File: src/rtl/scr1_dmem_copy_dma.sv
// Word-copy DMA initiator on the SCR1 dmem interface: reads LEN words from src
// and writes them to dst, one transaction in flight, with busy/done/err status.

package scr1_memif_pkg;
    typedef enum logic {
        SCR1_MEM_CMD_RD = 1'b0,
        SCR1_MEM_CMD_WR = 1'b1
    } type_scr1_mem_cmd_e;

    typedef enum logic [1:0] {
        SCR1_MEM_WIDTH_BYTE  = 2'b00,
        SCR1_MEM_WIDTH_HWORD = 2'b01,
        SCR1_MEM_WIDTH_WORD  = 2'b10
    } type_scr1_mem_width_e;

    typedef enum logic [1:0] {
        SCR1_MEM_RESP_NOTRDY = 2'b00,
        SCR1_MEM_RESP_RDY_OK = 2'b01,
        SCR1_MEM_RESP_RDY_ER = 2'b10
    } type_scr1_mem_resp_e;
endpackage

module scr1_dmem_copy_dma
    import scr1_memif_pkg::*;
#(
    parameter int LEN_W = 16
) (
    input  logic                 clk,
    input  logic                 rst_n,
    input  logic                 start,
    input  logic [31:0]          src_addr,
    input  logic [31:0]          dst_addr,
    input  logic [LEN_W-1:0]     len,
    output logic                 busy,
    output logic                 done,
    output logic                 err,
    output logic [LEN_W-1:0]     words_done,
    output logic                 dmem_req,
    output type_scr1_mem_cmd_e   dmem_cmd,
    output type_scr1_mem_width_e dmem_width,
    output logic [31:0]          dmem_addr,
    output logic [31:0]          dmem_wdata,
    input  logic                 dmem_req_ack,
    input  logic [31:0]          dmem_rdata,
    input  type_scr1_mem_resp_e  dmem_resp
);

    typedef enum logic [2:0] {
        ST_IDLE, ST_RD_REQ, ST_RD_WAIT, ST_WR_REQ, ST_WR_WAIT, ST_FIN
    } state_e;

    state_e             state_q, state_d;
    logic [31:0]        src_q, src_d, dst_q, dst_d;
    logic [LEN_W-1:0]   len_q, len_d;
    logic [31:0]        buf_q, buf_d;
    logic               err_q, err_d;
    logic [LEN_W-1:0]   wd_q, wd_d;
    logic [LEN_W-1:0]   wd_inc;
    logic               req_q, req_d;
    type_scr1_mem_cmd_e cmd_q, cmd_d;
    logic [31:0]        addr_q, addr_d;
    logic [31:0]        wdata_q, wdata_d;
    logic               done_q, done_d;
    logic               busy_q, busy_d;
    logic               unused_addr_lsb;

    assign unused_addr_lsb = ^{src_addr[1:0], dst_addr[1:0]};
    assign wd_inc          = wd_q + LEN_W'(1);

    always_comb begin
        state_d = state_q;
        src_d   = src_q;
        dst_d   = dst_q;
        len_d   = len_q;
        buf_d   = buf_q;
        err_d   = err_q;
        wd_d    = wd_q;
        case (state_q)
            ST_IDLE: begin
                if (start) begin
                    err_d = 1'b0;
                    wd_d  = '0;
                    if (len != '0) begin
                        src_d   = {src_addr[31:2], 2'b00};
                        dst_d   = {dst_addr[31:2], 2'b00};
                        len_d   = len;
                        state_d = ST_RD_REQ;
                    end else begin
                        state_d = ST_FIN;
                    end
                end
            end
            ST_RD_REQ: if (dmem_req_ack) state_d = ST_RD_WAIT;
            ST_RD_WAIT: begin
                if (dmem_resp == SCR1_MEM_RESP_RDY_OK) begin
                    buf_d   = dmem_rdata;
                    state_d = ST_WR_REQ;
                end else if (dmem_resp == SCR1_MEM_RESP_RDY_ER) begin
                    err_d   = 1'b1;
                    state_d = ST_FIN;
                end
            end
            ST_WR_REQ: if (dmem_req_ack) state_d = ST_WR_WAIT;
            ST_WR_WAIT: begin
                if (dmem_resp == SCR1_MEM_RESP_RDY_OK) begin
                    wd_d    = wd_inc;
                    src_d   = src_q + 32'd4;
                    dst_d   = dst_q + 32'd4;
                    state_d = (wd_inc == len_q) ? ST_FIN : ST_RD_REQ;
                end else if (dmem_resp == SCR1_MEM_RESP_RDY_ER) begin
                    err_d   = 1'b1;
                    state_d = ST_FIN;
                end
            end
            ST_FIN:  state_d = ST_IDLE;
            default: state_d = ST_IDLE;
        endcase

        // Bus outputs are registered from the next state, so a pending request
        // holds cmd/addr/wdata until acked (state_d and src/dst don't move).
        req_d   = (state_d == ST_RD_REQ) || (state_d == ST_WR_REQ);
        cmd_d   = cmd_q;
        addr_d  = addr_q;
        wdata_d = wdata_q;
        if (state_d == ST_RD_REQ) begin
            cmd_d  = SCR1_MEM_CMD_RD;
            addr_d = src_d;
        end else if (state_d == ST_WR_REQ) begin
            cmd_d   = SCR1_MEM_CMD_WR;
            addr_d  = dst_d;
            wdata_d = buf_d;
        end
        done_d = (state_d == ST_FIN);
        busy_d = (state_d != ST_IDLE);
    end

    always_ff @(posedge clk or negedge rst_n) begin
        if (!rst_n) begin
            state_q <= ST_IDLE;
            src_q   <= '0;
            dst_q   <= '0;
            len_q   <= '0;
            buf_q   <= '0;
            err_q   <= 1'b0;
            wd_q    <= '0;
            req_q   <= 1'b0;
            cmd_q   <= SCR1_MEM_CMD_RD;
            addr_q  <= '0;
            wdata_q <= '0;
            done_q  <= 1'b0;
            busy_q  <= 1'b0;
        end else begin
            state_q <= state_d;
            src_q   <= src_d;
            dst_q   <= dst_d;
            len_q   <= len_d;
            buf_q   <= buf_d;
            err_q   <= err_d;
            wd_q    <= wd_d;
            req_q   <= req_d;
            cmd_q   <= cmd_d;
            addr_q  <= addr_d;
            wdata_q <= wdata_d;
            done_q  <= done_d;
            busy_q  <= busy_d;
        end
    end

    assign busy       = busy_q;
    assign done       = done_q;
    assign err        = err_q;
    assign words_done = wd_q;
    assign dmem_req   = req_q;
    assign dmem_cmd   = cmd_q;
    assign dmem_width = SCR1_MEM_WIDTH_WORD;
    assign dmem_addr  = addr_q;
    assign dmem_wdata = wdata_q;

endmodule

File: config.mk
export PLATFORM = sky130hd
export DESIGN_NAME = scr1_dmem_copy_dma
export DESIGN_NICKNAME = d
export VERILOG_FILES = /design/src/rtl/scr1_dmem_copy_dma.sv
export SDC_FILE = /design/constraint.sdc
export NUM_CORES = 1
export LEC_CHECK = 0
export ABC_AREA = 1
export BUFFER_PORTS_ARGS = -buffer_cell sky130_fd_sc_hd__buf_4
export CORE_UTILIZATION = 52
export CTS_CLUSTER_DIAMETER = 40
export DETAILED_ROUTE_END_ITERATION = 6
export GPL_ROUTABILITY_DRIVEN = 0
export HOLD_SLACK_MARGIN = 0.06
export PLACE_DENSITY = 0.84
export SETUP_SLACK_MARGIN = 0.4
export SYNTH_ARGS = -nofsm -noshare
export SYNTH_HDL_FRONTEND = slang
export SYNTH_SLANG_ARGS = --single-unit
export TNS_END_PERCENT = 30
File: constraint.sdc
create_clock -name clk -period 5.5 [get_ports clk]
set_input_delay 0.275 -clock clk [delete_from_list [all_inputs] [get_ports clk]]
set_output_delay 0.275 -clock clk [all_outputs]
set_load 0.03 [all_outputs]
==> results.yml <==
run_status:
  status: "complete, no violations"
synth:
  syn_area_mm2: 0.01047
  synthFlopType: "dfrtp_1"
  avgSynthCellArea_um2: 8.083
  synth_most_common_cell: "nand2_1"
  ys_ff_latch: 200
  netlist_instances: 1295
  yosysTopAreaCell: "dfrtp_1"
  ys_types: 45
  synth-async-reset-ratio_pct: 100.0
  yosysWarnings: 0
  synth_edf_count: 0
  ys_top_cells_by_area: "dfrtp_1, nand2_1, nand3_1"
  seq_area_frac_synth_pct: 47.81
  yosysTopAreaCellShare_pct: 47.81
  syn_nets: 1416
  ys_top_cells_by_count: "nand2_1, dfrtp_1, inv_1"
sta:
  fin_tns_setup_ns: 0
  finalSetupViolCount: 0
  relSlewSlack_pct: 34.98
  fin_crit_sh_pct: 68.78
  whs_ns: 0.07904
  drv_slew: 0
  worstMarginPinSlew_ns: 0.9742
  finalCriticalPeriod_ns: 3.783
  hold_viol_final: 0
  rsz0062_at_grt: "no"
  clock_skew_ns: 0.01469
  fmax_mhz: 264.4
  setup_slack_ns: 1.717
finish:
  drive_gt1_share_pct: 20.19
  nets: 1604
  fillCellCount: 1623
  syn2layout_area_growth_pct: 22.62
  final_area_mm2: 0.01283
placement:
  place_area_mm2: 0.01213
  pre_cts_slack_ns: 1.822
  port_buffers: 198
  dpl.hpwl_um: 21040
floorplan:
  fp-row-count: 51
  start_util_pct: 53.43
  die_w_um: 143.9
  io_pins: 205
  core_mm2: 0.01959
  die_h_um: 143.9
  dieArea_mm2: 0.02070
clock_tree:
  cts_tree: "yes"
  clkSinkCount: 200
  cts_buffers: 17
  root_buffer: "clkbuf_16"
  post-cts-setup-buffer-count: 0
  path_clk_slew_ns: 0.07
  ctsHtreeMaxLevel: 4
  clock_latency_ns: 0.44
  clockBufferDepth: 2
  cts_resized: 0
routing:
  drt_first_iter_violations: 796
  vias: 9901
  drt_wl_total_um: 29490
  drtPass1Iterations: 7
  viasPerCell: 5.619
  drc: 0
  route.antenna.remaining_nets: 0
  wire_per_inst_um: 16.73
global_routing:
  grt_pass1_wl_um: 46550
  grt_pass1_vias: 9450
  track_usage_pct: 29.39
  overflow: 0
  grt_max_degree: 83
  antenna_found_initial: 1
critical_path:
  startpoint_type: "flip-flop"
  cp.required_ns: 5.82
  critPathMaxStageDelay_ns: 0.59
  reg2reg_from: "state_q[1]"
  path_max_fanout: 30
  end_kind: "flip-flop"
  crit_arrival_ns: 4.10
  cp-startpoint: "state_q[1]"
  crit_type: "reg2reg"
  cp_slowest_cell: "nor2_4"
  path_cells: "nor2_4 > inv_2 > nor2_4 > inv_2 > nor2_4 > inv_2 > nor2_4 > inv_1 > o211ai_1 > o311ai_1 > nand4_1 > nand3_1"
  cp_common_cell: "nor2_4"
pwr:
  p_leak_nw: 6.181
  power_density_mw_per_mm2: 542.9
  peakVddDrop_v: 0.0003356
worst_hold_path:
  hold_path.class: "in2reg"
  min_from: "len[3]"
job:
  cap_violations: 0
==> routing by layer <==
metal	vias up	wire length (um)	global-route usage, %
li1	4673	-	-
met1	4702	11930	37.71
met3	65	3061	9.097
met5	-	0	0
met2	461	13610	46.28
met4	0	885	11.65
==> worst paths after layout <==
check                                  to  slack (ns)  cells after the start
max in group asynchronous        src_q[6]        3.82                      3
min in group asynchronous  dmem_wdata[11]        0.41                      2
min                              len_q[3]        0.08                      3
min reg2reg                 dmem_wdata[6]        0.49                      2
max reg2reg                  dmem_addr[7]        1.72                     12
max                          dmem_addr[7]        1.72                     12
==> flip-flops by register name, indices dropped and copies added (netlist names), 3 cells and up <==
signal,cells
dmem_wdata,32
dst_q,32
words_done,16
buf_q,32
src_q,32
dmem_addr,32
len_q,16
state_q,3
==> layout by cell type (no fill, tap or decap), types with 5 or more instances in the layout <==
cell and count:
nand2_1 430, buf_4 208, dfrtp_1 200, inv_1 107, nand3_1 95, nor2_1 80, nand4_1 55, o21ai_0 43
mux2_2 32, nor3_1 27, xor2_1 27, a22oi_1 22, o211ai_1 20, clkbuf_16 17, xnor2_1 11, o221ai_1 10
a21oi_1 9, o22ai_1 9, dlygate4sd3_1 9, inv_2 7, nor4_1 7, nor2_4 6, nand3b_1 6, nor2_2 5
nand2_2 5
==> report_power, final <==
group          internal [mW]  total (mW)  switching, mW
registers               2.06        2.51          0.447
logic                   1.07        3.17           2.10
clock network          0.667        1.29          0.625
total                   3.80        6.97           3.17
==> metrics by stage <==
| step | power (mW) | utilization, % | cells |
|---|---|---|---|
| after floorplan | 4.622 | - | 1295 |
| after global placement | 5.531 | 61.90 | 1720 |
| after detailed placement | 5.638 | 61.90 | 1720 |
| after CTS | 6.947 | 65.50 | 1761 |
| after global routing | 7.399 | 65.52 | 1762 |
| final | 6.969 | 65.52 | 1762 |
==> logic make-up after synthesis <==
family                     synth area share [%]
AOI/OAI and AO/OA                         8.176
xor gates and xnor gates                  3.407
adders and majority gates                0.3586
buffers and inverters                     6.706
DFF                                       47.81
muxes                                     3.443
other                                   0.07175
and+or+nand+nor                           30.03
==> what timing repair did <==
| item | CTS | global route |
|---|---|---|
| endpoints found under the setup margin | 0 | 0 |
| hold buffers | 9 | 0 |
| endpoints found under the hold margin | 88 | 0 |
==> final cells by class <==
type                    count  area (um2)  area share [%]
multi-input cells         931        4766           37.13
diodes                      1       2.502         0.01950
repair buffers            219        1685           13.13
clock buffers              18       439.2           3.422
clock inverters            14       177.7           1.384
flip-flops and latches    200        5005           38.99
inverters                 114       427.9           3.334
well taps                 265       331.6           2.583
==> critical path: cells and delay by family, from the launching register on <==
family                 cells  cell delay (ns)
and+or+nand+nor            6             1.75
AOI/OAI and AO/OA          2             0.37
DFF                        1             0.44
buffers and inverters      4             1.10
(Power assumes the default switching activity.)
